### config.mk
export PLATFORM = sky130hd
export DESIGN_NAME = decode_stage
export DESIGN_NICKNAME = d
export VERILOG_FILES = /design/src/rtl/decode_pkg.sv /design/src/rtl/decode_scoreboard.sv /design/src/rtl/decode_stage.sv
export SDC_FILE = /design/constraint.sdc
export NUM_CORES = 1
export LEC_CHECK = 0
export ABC_CLOCK_PERIOD_IN_PS = 8000
export CAP_MARGIN = 10
export CORE_UTILIZATION = 51
export CTS_CLUSTER_SIZE = 10
export DETAILED_ROUTE_END_ITERATION = 7
export PLACE_DENSITY_LB_ADDON = 0.2
export SLEW_MARGIN = 20
export SYNTH_ARGS = -nofsm -noshare
export SYNTH_HDL_FRONTEND = slang
export SYNTH_SLANG_ARGS = --single-unit
### constraint.sdc
create_clock -name clk -period 8 [get_ports clk]
set_input_delay 1.2 -clock clk [delete_from_list [all_inputs] [get_ports clk]]
set_output_delay 1.2 -clock clk [all_outputs]
set_load 0.02 [all_outputs]
### src/rtl/decode_pkg.sv
// Shared encodings and the decoded-bundle layout for the RV32I/M decode stage.
// Register fields are kept at their native 5-bit instruction width here.
package decode_pkg;

    typedef enum logic [3:0] {
        OPC_NONE   = 4'd0,
        OPC_R      = 4'd1,
        OPC_LOAD   = 4'd2,
        OPC_IMM    = 4'd3,
        OPC_LUI    = 4'd4,
        OPC_AUIPC  = 4'd5,
        OPC_JAL    = 4'd6,
        OPC_JALR   = 4'd7,
        OPC_BRANCH = 4'd8,
        OPC_STORE  = 4'd9
    } op_class_e;

    typedef enum logic [4:0] {
        ALU_ADD    = 5'd0,  ALU_SUB    = 5'd1,  ALU_AND    = 5'd2,  ALU_OR     = 5'd3,
        ALU_XOR    = 5'd4,  ALU_SLL    = 5'd5,  ALU_SRL    = 5'd6,  ALU_SRA    = 5'd7,
        ALU_SLT    = 5'd8,  ALU_SLTU   = 5'd9,  ALU_MUL    = 5'd10, ALU_MULH   = 5'd11,
        ALU_MULHSU = 5'd12, ALU_MULHU  = 5'd13, ALU_DIV    = 5'd14, ALU_DIVU   = 5'd15,
        ALU_REM    = 5'd16, ALU_REMU   = 5'd17
    } alu_op_e;

    typedef enum logic [1:0] {
        JMP_NONE   = 2'b00,
        JMP_JUMP   = 2'b01,
        JMP_BRANCH = 2'b10
    } jump_e;

    localparam logic [6:0] OPCODE_LOAD   = 7'b0000011;
    localparam logic [6:0] OPCODE_IMM    = 7'b0010011;
    localparam logic [6:0] OPCODE_AUIPC  = 7'b0010111;
    localparam logic [6:0] OPCODE_STORE  = 7'b0100011;
    localparam logic [6:0] OPCODE_OP     = 7'b0110011;
    localparam logic [6:0] OPCODE_LUI    = 7'b0110111;
    localparam logic [6:0] OPCODE_BRANCH = 7'b1100011;
    localparam logic [6:0] OPCODE_JALR   = 7'b1100111;
    localparam logic [6:0] OPCODE_JAL    = 7'b1101111;

    typedef struct packed {
        op_class_e   op_class;
        alu_op_e     alu_op;
        logic [4:0]  rs1;
        logic [4:0]  rs2;
        logic [4:0]  rd;
        logic        rd_we;
        logic        mem_rd;
        logic        mem_wr;
        logic [2:0]  mem_type;
        logic [2:0]  br_type;
        jump_e       jump;
        logic        illegal;
    } decoded_t;

    // Base integer ALU op selected by funct3 (SUB/SRA variants are resolved by the caller).
    function automatic alu_op_e alu_from_f3(input logic [2:0] f3);
        case (f3)
            3'b000:  return ALU_ADD;
            3'b001:  return ALU_SLL;
            3'b010:  return ALU_SLT;
            3'b011:  return ALU_SLTU;
            3'b100:  return ALU_XOR;
            3'b101:  return ALU_SRL;
            3'b110:  return ALU_OR;
            default: return ALU_AND;
        endcase
    endfunction

endpackage

### src/rtl/decode_scoreboard.sv
// Pending-write bit per architectural register; a same-cycle writeback releases
// its register for the hazard query, and a new set wins over any clear.
module decode_scoreboard #(
    parameter int REG_ADDR_W = 5
) (
    input  logic                  clk,
    input  logic                  rst,
    input  logic                  set_vld,
    input  logic [REG_ADDR_W-1:0] set_rd,
    input  logic                  wb_vld,
    input  logic [REG_ADDR_W-1:0] wb_rd,
    input  logic                  kill_vld,
    input  logic [REG_ADDR_W-1:0] kill_rd,
    input  logic [REG_ADDR_W-1:0] rs1,
    input  logic [REG_ADDR_W-1:0] rs2,
    input  logic [REG_ADDR_W-1:0] rd,
    output logic                  hazard
);
    localparam int NREG = 1 << REG_ADDR_W;

    logic [NREG-1:0] sb_q, sb_d;
    logic [NREG-1:0] sb_eff, wb_mask, kill_mask, set_mask;

    always_comb begin
        wb_mask   = '0;
        kill_mask = '0;
        set_mask  = '0;
        if (wb_vld)   wb_mask[wb_rd]     = 1'b1;
        if (kill_vld) kill_mask[kill_rd] = 1'b1;
        if (set_vld)  set_mask[set_rd]   = 1'b1;
        sb_eff = sb_q & ~wb_mask;
        // Callers pass 0 for unused fields, and bit 0 is never set, so no per-field enables.
        hazard = sb_eff[rs1] | sb_eff[rs2] | sb_eff[rd];
        sb_d   = (sb_eff & ~kill_mask) | set_mask;
        sb_d[0] = 1'b0;
    end

    always_ff @(posedge clk) begin
        if (rst) sb_q <= '0;
        else     sb_q <= sb_d;
    end

endmodule

### src/rtl/decode_stage.sv
// Registered RV32I/M decoder between fetch and execute with scoreboard-based RAW/WAW stall.
// One-cycle latency; holds its output while execute stalls and refuses input on hazard or flush.
module decode_stage
    import decode_pkg::*;
#(
    parameter int XLEN        = 32,
    parameter int REG_ADDR_W  = 5,
    parameter bit ENABLE_MEXT = 1'b1
) (
    input  logic                  clk,
    input  logic                  rst,
    input  logic                  in_valid,
    output logic                  in_ready,
    input  logic [31:0]           in_instr,
    input  logic [XLEN-1:0]       in_pc,
    output logic                  out_valid,
    input  logic                  out_ready,
    output logic [XLEN-1:0]       out_pc,
    output logic [3:0]            out_op_class,
    output logic [4:0]            out_alu_op,
    output logic [REG_ADDR_W-1:0] out_rs1,
    output logic [REG_ADDR_W-1:0] out_rs2,
    output logic [REG_ADDR_W-1:0] out_rd,
    output logic                  out_rd_we,
    output logic                  out_mem_rd,
    output logic                  out_mem_wr,
    output logic [2:0]            out_mem_type,
    output logic [2:0]            out_br_type,
    output logic [1:0]            out_jump,
    output logic [XLEN-1:0]       out_imm,
    output logic                  out_illegal,
    input  logic                  wb_valid,
    input  logic [REG_ADDR_W-1:0] wb_rd,
    input  logic                  flush
);
    logic [6:0] opcode, funct7;
    logic [2:0] funct3;
    logic [4:0] f_rs1, f_rs2, f_rd;
    decoded_t   dec;
    logic [31:0] imm32;
    logic       legal;

    assign opcode = in_instr[6:0];
    assign f_rd   = in_instr[11:7];
    assign funct3 = in_instr[14:12];
    assign f_rs1  = in_instr[19:15];
    assign f_rs2  = in_instr[24:20];
    assign funct7 = in_instr[31:25];

    always_comb begin
        dec   = '0;
        imm32 = '0;
        legal = 1'b1;
        case (opcode)
            OPCODE_OP: begin
                dec.op_class = OPC_R;
                dec.rs1 = f_rs1; dec.rs2 = f_rs2; dec.rd = f_rd; dec.rd_we = 1'b1;
                if (funct7 == 7'b0000001) begin
                    if (ENABLE_MEXT) dec.alu_op = alu_op_e'(5'd10 + {2'b00, funct3});
                    else             legal = 1'b0;
                end else if (funct7 == 7'b0000000) begin
                    dec.alu_op = alu_from_f3(funct3);
                end else if (funct7 == 7'b0100000 && funct3 == 3'b000) begin
                    dec.alu_op = ALU_SUB;
                end else if (funct7 == 7'b0100000 && funct3 == 3'b101) begin
                    dec.alu_op = ALU_SRA;
                end else begin
                    legal = 1'b0;
                end
            end
            OPCODE_IMM: begin
                dec.op_class = OPC_IMM;
                dec.rs1 = f_rs1; dec.rd = f_rd; dec.rd_we = 1'b1;
                dec.alu_op = alu_from_f3(funct3);
                imm32 = {{20{in_instr[31]}}, in_instr[31:20]};
                // Shift-immediates reuse funct7 as an opcode extension, so other values are reserved.
                if (funct3 == 3'b001 && funct7 != 7'b0000000) legal = 1'b0;
                if (funct3 == 3'b101) begin
                    if (funct7 == 7'b0100000)      dec.alu_op = ALU_SRA;
                    else if (funct7 != 7'b0000000) legal = 1'b0;
                end
            end
            OPCODE_LOAD: begin
                dec.op_class = OPC_LOAD;
                dec.rs1 = f_rs1; dec.rd = f_rd; dec.rd_we = 1'b1;
                dec.mem_rd = 1'b1; dec.mem_type = funct3;
                imm32 = {{20{in_instr[31]}}, in_instr[31:20]};
                if (funct3 == 3'b011 || funct3 == 3'b110 || funct3 == 3'b111) legal = 1'b0;
            end
            OPCODE_STORE: begin
                dec.op_class = OPC_STORE;
                dec.rs1 = f_rs1; dec.rs2 = f_rs2;
                dec.mem_wr = 1'b1; dec.mem_type = funct3;
                imm32 = {{20{in_instr[31]}}, in_instr[31:25], in_instr[11:7]};
                if (funct3[2] || funct3 == 3'b011) legal = 1'b0;
            end
            OPCODE_BRANCH: begin
                dec.op_class = OPC_BRANCH;
                dec.rs1 = f_rs1; dec.rs2 = f_rs2;
                dec.jump = JMP_BRANCH; dec.br_type = funct3;
                dec.alu_op = (funct3[2:1] == 2'b11) ? ALU_SLTU : ALU_SUB;
                imm32 = {{19{in_instr[31]}}, in_instr[31], in_instr[7], in_instr[30:25],
                         in_instr[11:8], 1'b0};
                if (funct3[2:1] == 2'b01) legal = 1'b0;
            end
            OPCODE_LUI: begin
                dec.op_class = OPC_LUI;
                dec.rd = f_rd; dec.rd_we = 1'b1;
                imm32 = {in_instr[31:12], 12'b0};
            end
            OPCODE_AUIPC: begin
                dec.op_class = OPC_AUIPC;
                dec.rd = f_rd; dec.rd_we = 1'b1;
                imm32 = {in_instr[31:12], 12'b0};
            end
            OPCODE_JAL: begin
                dec.op_class = OPC_JAL;
                dec.rd = f_rd; dec.rd_we = 1'b1; dec.jump = JMP_JUMP;
                imm32 = {{11{in_instr[31]}}, in_instr[31], in_instr[19:12], in_instr[20],
                         in_instr[30:21], 1'b0};
            end
            OPCODE_JALR: begin
                dec.op_class = OPC_JALR;
                dec.rs1 = f_rs1; dec.rd = f_rd; dec.rd_we = 1'b1; dec.jump = JMP_JUMP;
                imm32 = {{20{in_instr[31]}}, in_instr[31:20]};
                if (funct3 != 3'b000) legal = 1'b0;
            end
            default: legal = 1'b0;
        endcase
        // Illegal instructions travel as an inert bundle so they cannot stall or claim a register.
        if (!legal) begin
            dec         = '0;
            dec.illegal = 1'b1;
            imm32       = '0;
        end
    end

    logic            out_valid_q, out_valid_d;
    decoded_t        bundle_q, bundle_d;
    logic [XLEN-1:0] pc_q, pc_d, imm_q, imm_d;
    logic            hazard, accept;

    decode_scoreboard #(.REG_ADDR_W(REG_ADDR_W)) u_sb (
        .clk      (clk),
        .rst      (rst),
        .set_vld  (accept && dec.rd_we && dec.rd != 5'd0),
        .set_rd   (REG_ADDR_W'(dec.rd)),
        .wb_vld   (wb_valid),
        .wb_rd    (wb_rd),
        .kill_vld (flush && out_valid_q && bundle_q.rd_we),
        .kill_rd  (REG_ADDR_W'(bundle_q.rd)),
        .rs1      (REG_ADDR_W'(dec.rs1)),
        .rs2      (REG_ADDR_W'(dec.rs2)),
        .rd       (REG_ADDR_W'(dec.rd)),
        .hazard   (hazard)
    );

    assign in_ready = !rst && (!out_valid_q || out_ready) && !hazard && !flush;
    assign accept   = in_valid && in_ready;

    always_comb begin
        out_valid_d = out_valid_q;
        bundle_d    = bundle_q;
        pc_d        = pc_q;
        imm_d       = imm_q;
        if (flush) begin
            out_valid_d = 1'b0;
        end else if (accept) begin
            out_valid_d = 1'b1;
            bundle_d    = dec;
            pc_d        = in_pc;
            imm_d       = XLEN'($signed(imm32));
        end else if (out_ready) begin
            out_valid_d = 1'b0;
        end
    end

    always_ff @(posedge clk) begin
        if (rst) begin
            out_valid_q <= 1'b0;
            bundle_q    <= '0;
            pc_q        <= '0;
            imm_q       <= '0;
        end else begin
            out_valid_q <= out_valid_d;
            bundle_q    <= bundle_d;
            pc_q        <= pc_d;
            imm_q       <= imm_d;
        end
    end

    assign out_valid    = out_valid_q;
    assign out_pc       = pc_q;
    assign out_imm      = imm_q;
    assign out_op_class = bundle_q.op_class;
    assign out_alu_op   = bundle_q.alu_op;
    assign out_rs1      = REG_ADDR_W'(bundle_q.rs1);
    assign out_rs2      = REG_ADDR_W'(bundle_q.rs2);
    assign out_rd       = REG_ADDR_W'(bundle_q.rd);
    assign out_rd_we    = bundle_q.rd_we;
    assign out_mem_rd   = bundle_q.mem_rd;
    assign out_mem_wr   = bundle_q.mem_wr;
    assign out_mem_type = bundle_q.mem_type;
    assign out_br_type  = bundle_q.br_type;
    assign out_jump     = bundle_q.jump;
    assign out_illegal  = bundle_q.illegal;

endmodule

==> results.yml <==
timing:
  setup_tns_ns: 0
  skew_ns: 0.0109
  whs_ns: 0.454
  slew-limit-headroom_pct: 25.3
  fmax_mhz: 155
  finalHoldViolCount: 0
  finalSetupViolations: 0
  rsz0062_at_grt: "false"
  slew_violations: 0
  fin_crit_sh_pct: 80.6
  worst_slew_pin_slew_ns: 1.12
  period_needed_ns: 6.45
clock_network:
  cts_root_buf: "clkbuf_16"
  clkSinkCount: 132
  postCtsHoldBufs: 0
  clk_latency_ns: 0.42
  numCtsBuffers: 17
  post_cts_resized: 0
  cts.clk_slew.worst_paths_ns: 0.05
  post_cts_buffers: 0
  cts_max_level: 4
  cts_max_path_buffers: 2
  cts_tree: "done"
drt:
  dr.pass1.iters: 5
  drt_iter0_drc: 1046
  wire_per_inst_um: 21.7
  wl_met2_um: 11500
  met1_length_um: 11000
  vias_per_cell: 6.36
  wirelength_um: 26400
  top_layer: "met4"
  dr_wl_met3_um: 3280
  drc: 0
  vias: 7752
  final_antenna_net_count: 0
power:
  peakVddDrop_mv: 0.144
  leakage_uw: 0.00368
  power_density_nw_per_um2: 164
global_route:
  grt_overflow: 0
  grt_usage_pct: 33.2
  antenna_found_initial: 0
  grt_max_degree: 101
  grt_pass1_vias: 7307
  grt_pass1_wl_um: 40500
layout:
  syn2layout_area_growth_pct: 29.2
  post_route_cells_drive_above_1_share_pct: 11.7
  num-nets-final: 1098
  utilization_pct: 68.6
  diodes: 0
  final_cell_area_um2: 10100
  stdcell_count: 1218
critical_path:
  required_ns: 6.80
  r2r-start: "u_sb.sb_q[28]"
  path_class: "in -> out"
  arrival_ns: 5.25
  end_kind: "primary output"
  worstReg2RegEnd: "out_imm[14]"
  crit_path_max_fanout: 16
  r2r_slack_ns: 4.37
  r2r_cells: 9
  start_kind: "input port"
yosys:
  synth-async-reset-ratio_pct: 0
  synth_area_leaders: "dfxtp_1 (34%), mux2_2 (7.9%), mux2i_1 (6.3%)"
  synth.cell_area_um2: 7830
  ys_ff_latch: 132
  yosys.area.top_type: "dfxtp_1"
  synth.yosys.seq_area_share_pct: 33.8
  synth_edf_count: 0
  synth_top_area_share_pct: 33.8
  ys_types: 76
  synth_commonest_cells: "dfxtp_1 (132), nand2_1 (87), nor2b_1 (70)"
  synthFlopType: "dfxtp_1"
  yosysWarnings: 0
  synth.most_common_cell: "dfxtp_1"
  synth_nets: 971
  syn_avg_cell_area_um2: 8.76
  synth_cells: 894
die:
  initial_core_util_pct: 53.1
  coreArea_um2: 14800
  die_area_um2: 15800
  die_h_um: 126
  die_w_um: 126
  io_pins: 177
  fp-row-count: 44
worst_hold_path:
  holdCritPathClass: "reg -> reg"
  min_path_cells: 2
  worstHoldEndpoint: "out_mem_type[0]"
  hold_start: "out_mem_type[0]"
flow_run:
  maxCapViolCount: 0
placement:
  dp_hpwl_um: 18400
  globalplace.congestion: 1.03
  placed_cell_area_um2: 9530
  numPortBuffers: 176
  placed_cells: 1186
run_status:
  status: "completed"
[metal layers]
| metal | track usage (%) | up-vias |
|---|---|---|
| met4 | 13.3 | 0 |
| met2 | 50.1 | 519 |
| li1 | - | 3569 |
| met3 | 9.77 | 64 |
| met1 | 44.3 | 3600 |
| met5 | 0 | - |
[worst max path at each step]
stage | slack (ns) | from | depth (start not counted) | to
global placement | 1.62 | in_instr[14] | 11 | in_ready
detailed placement | 1.67 | in_instr[14] | 11 | in_ready
floorplan | 3.43 | in_instr[28] | 8 | in_ready
finish | 1.55 | in_instr[13] | 10 | in_ready
global route | 1.33 | in_instr[14] | 11 | in_ready
CTS | 1.65 | in_instr[14] | 11 | in_ready
[final cells by class]
class	count	area, um^2
inverter	17	63.8
clock buffer	21	470
fill	1165	4640
tap	184	230
clock inverter	11	115
sequential	132	2640
timing repair buffer	181	1810
multi-input combinational	672	4790
[where the power goes]
group	switching, uW	internal (uW)	total, uW
combinational	118	88.8	207
clock	318	459	776
sequential	4.45	667	672
total	440	1210	1660
[metrics by stage]
step           total power (uW)  worst slack (ns)
3_5_place_dp                888              1.67
4_1_cts                    1660              1.65
6_report                   1660              1.55
2_1_floorplan               801              3.43
5_1_grt                    1700              1.33
3_3_place_gp                888              1.62
[sequential cells by signal, indices dropped and copies added (netlist names)]
register and flops:
out_imm 32, out_mem_wr 1, out_op_class 4, out_jump 2, out_alu_op 5, out_rd 5
out_mem_rd 1, u_sb.sb_q 31, out_valid 1, out_rd_we 1, out_mem_type 3, out_br_type 3
out_illegal 1, out_rs1 5, out_rs2 5, out_pc 32
[critical path, stage by stage]
cell and delay [ns]:
clkdlybuf4s50_1 0.89, ha_1 0.28, nor2b_1 0.06, o211ai_1 0.29, nand4_1 0.23, nor3_1 0.62, nor3_1 0.16, a221oi_2 0.64
and3_1 0.26, clkdlybuf4s50_1 0.61
[cells by family after synthesis]
group | Yosys count | synth area share, %
buffers and inverters | 90 | 5.10
AO/OA/AOI/OAI | 237 | 23.1
AND/OR/NAND/NOR | 318 | 21.5
multiplexers | 112 | 15.9
XOR/XNOR | 2 | 0.224
adder cells (fa/ha/maj) | 3 | 0.447
flip-flops | 132 | 33.8
[layout by cell type, fill, tap and decap left out, drive strengths merged, types with 3 or more instances in the layout]
| cell type | instances |
|---|---|
| o41ai | 11 |
| o21ai | 41 |
| nand4bb | 5 |
| or3 | 5 |
| nand3 | 33 |
| nand4 | 8 |
| o211ai | 29 |
| clkinvlp | 4 |
| a21o | 5 |
| inv | 20 |
| mux2i | 49 |
| o311ai | 3 |
| nor3 | 12 |
| nand2 | 87 |
| and3 | 5 |
| mux2 | 59 |
| o32a | 4 |
| nor2b | 70 |
| o31ai | 25 |
| and4 | 4 |
| or2 | 5 |
| dfxtp | 132 |
| clkdlybuf4s50 | 175 |
| clkinv | 3 |
| o22ai | 6 |
| a31oi | 6 |
| a22o | 6 |
| mux4 | 4 |
| o2111ai | 10 |
| clkbuf | 21 |
| nand2b | 7 |
| nor3b | 4 |
| a211o | 31 |
| buf | 6 |
| nand4b | 5 |
| nor2 | 57 |
| a211oi | 6 |
| a21oi | 31 |
No activity file was read; power rests on OpenSTA's default activity.
==> variant: new RTL, same flow settings <==
Set the parameter `XLEN` to 24 (it was 32).
--- a/src/rtl/decode_stage.sv
+++ b/src/rtl/decode_stage.sv
@@ -5,3 +5,3 @@
 #(
-    parameter int XLEN        = 32,
+    parameter int XLEN        = 24,
     parameter int REG_ADDR_W  = 5,
Ports: changed (resized in_pc, out_imm and out_pc); port bits go from 177 to 153. The function was not compared with the original's and may differ.
==> variant against the unedited design <==
Largest cell class unchanged. Wire length down 6.0%. Synthesized cell count decreased by 6.2%. Highest routed layer unchanged. Critical endpoint unchanged. Design area shrank 14%. Combinational power shrank 5%. Synthesized area down 14%. Largest power group unchanged. Worst setup slack worse by 73 ps. Sequential cell count down 16. Total power fell by 9.7%.
==> variant: results (changes against the unedited design) <==
* Outcome: complete, no violations
* Final ANT Viol Nets at 0 (unchanged)
* CP Data Arrival Time at 5320 ps (+70 ps)
* Dpl hpwl at 17000 um (-7.6%)
* Final Skew at 6.80 ps (-4.06 ps)
* Num CTS Buffers at 17 (unchanged)
* Sequential area share after synthesis at 0.347 (+0.00918)
* Fill cells at 1065 (-8.6%)
* Routability cong. at 1.01 (-2.1%)
* Worst VDD drop at 0.000134 V (-6.8%)
* Post-synthesis cell count at 839 (-6.2%)
* TritonRoute pass-1 iters at 8 (+3)
* 1st-iter DRT viols at 1154 (+10%)
* Reg2reg setup slack at 4000 ps (-370 ps)
* Via count at 7598 (-2.0%)
* Final WS setup at 1480 ps (-73.1 ps)
* Global-route wire length before repair at 37800 um (-6.8%)
* Top post-synthesis cells by area: dfxtp_1, o21ai_0, o211ai_1
* Int Pwr at 1.08 mW (-11%)
* CP Max Fanout at 42 (+26)
* Synth unique cells at 75 (-1.3%)
* Worst Hold Slack at 477 ps (+22.2 ps)
* Vias/cell at 6.74 (+5.9%)
* Post-Syn Nets at 909 (-6.4%)
* Max reg flops at 31
* Clk_lat worst skew at 420 ps (about the same)
* Global-route usage over all layers at 0.368 (+0.0365)
* Initial antenna violation count at 0 (unchanged)
* Rel. slew slack at 0.274 (+0.0219)
* Fraction of layout cells with a size suffix above 1 at 0.0712 (-0.0458)
* Gr ovfl total at 0 (unchanged)
* WL final at 24800 um (-6.0%)
* Post-synth ARST share at 0 (unchanged)
* Static Leak at 2.87 nW (-22%)
* Port buffer count at 152 (-14%)
* Commonest cells in the netlist: dfxtp_1, o21ai_0, clkbuf_1, a21oi_1, nand2_1
* Layout Nets at 1012 (-7.8%)
* Vias in the first global route at 6971 (-4.6%)
* CTS max path bufs at 2 (unchanged)
* Pin count of the biggest net entering global routing at 83 (-18%)
* Dpl cells at 1095 (-7.7%)
* Ys Warns at 0 (unchanged)
variant: cell types whose count changed in the layout (fill, tap and decap cells not counted), sizes merged, moves of 16 or more:
| cell | before | now |
|---|---|---|
| clkdlybuf4s50 | 175 | 151 |
| mux2i | 49 | 11 |
| nor3 | 12 | 37 |
| nand3 | 33 | 51 |
| a21oi | 31 | 55 |
| mux2 | 59 | 3 |
| nand2 | 87 | 55 |
| o21ai | 41 | 114 |
| a31o | 0 | 27 |
| nor2b | 70 | 6 |
| dfxtp | 132 | 116 |
variant: power groups by stage:
stage               clock, mW  sequential [mW]  combinational [mW]
finish                  0.711            0.589               0.196
global route            0.739            0.589               0.207
CTS                     0.713            0.589               0.191
detailed placement          0            0.601               0.190
global placement            0            0.601               0.187
floorplan                   0            0.609               0.100
variant: per-stage QoR:
step / total power, mW / util / cell area [um^2]
final: 1.50 / 0.686 / 8720
after global placement: 0.787 / 0.643 / 8180
after CTS: 1.49 / 0.686 / 8720
after detailed placement: 0.791 / 0.643 / 8180
after floorplan: 0.709 / - / 6700
after global routing: 1.54 / 0.686 / 8720
variant: logic make-up (layout without fill, tap and decap cells):
kind of cell / Yosys count / after routing / synth area share
AO/OA/AOI/OAI: 329 / 329 / 0.324
AND/OR/NAND/NOR: 271 / 271 / 0.210
flip-flops: 116 / 116 / 0.347
buffers and inverters: 96 / 212 / 0.0605
multiplexers: 23 / 23 / 0.0517
adder cells (fa/ha/maj): 3 / 3 / 0.00560
XOR/XNOR: 1 / 1 / 0.00131
variant: final cells by class:
cell class,instances,area (um^2),area share
Sequential cell,116,2320,0.266
Timing Repair Buffer,162,1590,0.182
Tap cell,172,215,0.0247
Clock buffer,21,440,0.0505
Inverter,18,67.6,0.00775
Clock inverter,11,104,0.0119
Multi-Input combinational cell,627,3980,0.456
variant: worst max-delay path: stages:
cell,delay (ps)
clkdlybuf4s50_1,750
or3b_1,510
a31oi_1,180
a2111o_1,220
nand2_2,170
and3_1,180
o311ai_1,540
o2111ai_4,200
inv_2,590
clkdlybuf4s50_1,740
variant: layer usage:
| metal | vias up | routed length [um] | GRT usage |
|---|---|---|---|
| met1 | 3579 | 9570 | 0.448 |
| met4 | 0 | 1370 | 0.254 |
| met5 | - | 0 | 0 |
| met3 | 121 | 2380 | 0.0747 |
| li1 | 3407 | - | - |
| met2 | 491 | 11500 | 0.586 |
variant: worst paths after layout:
path,startpoint,endpoint,depth (start not counted)
setup / recovery,in_instr[13],in_ready,10
hold / removal,out_pc[12]$_SDFFE_PP0P_,out_pc[12]$_SDFFE_PP0P_,2
setup reg to reg,u_sb.sb_q[25]$_SDFF_PP0_,out_jump[0]$_SDFFE_PP0P_,10
hold reg to reg,out_pc[12]$_SDFFE_PP0P_,out_pc[12]$_SDFFE_PP0P_,2
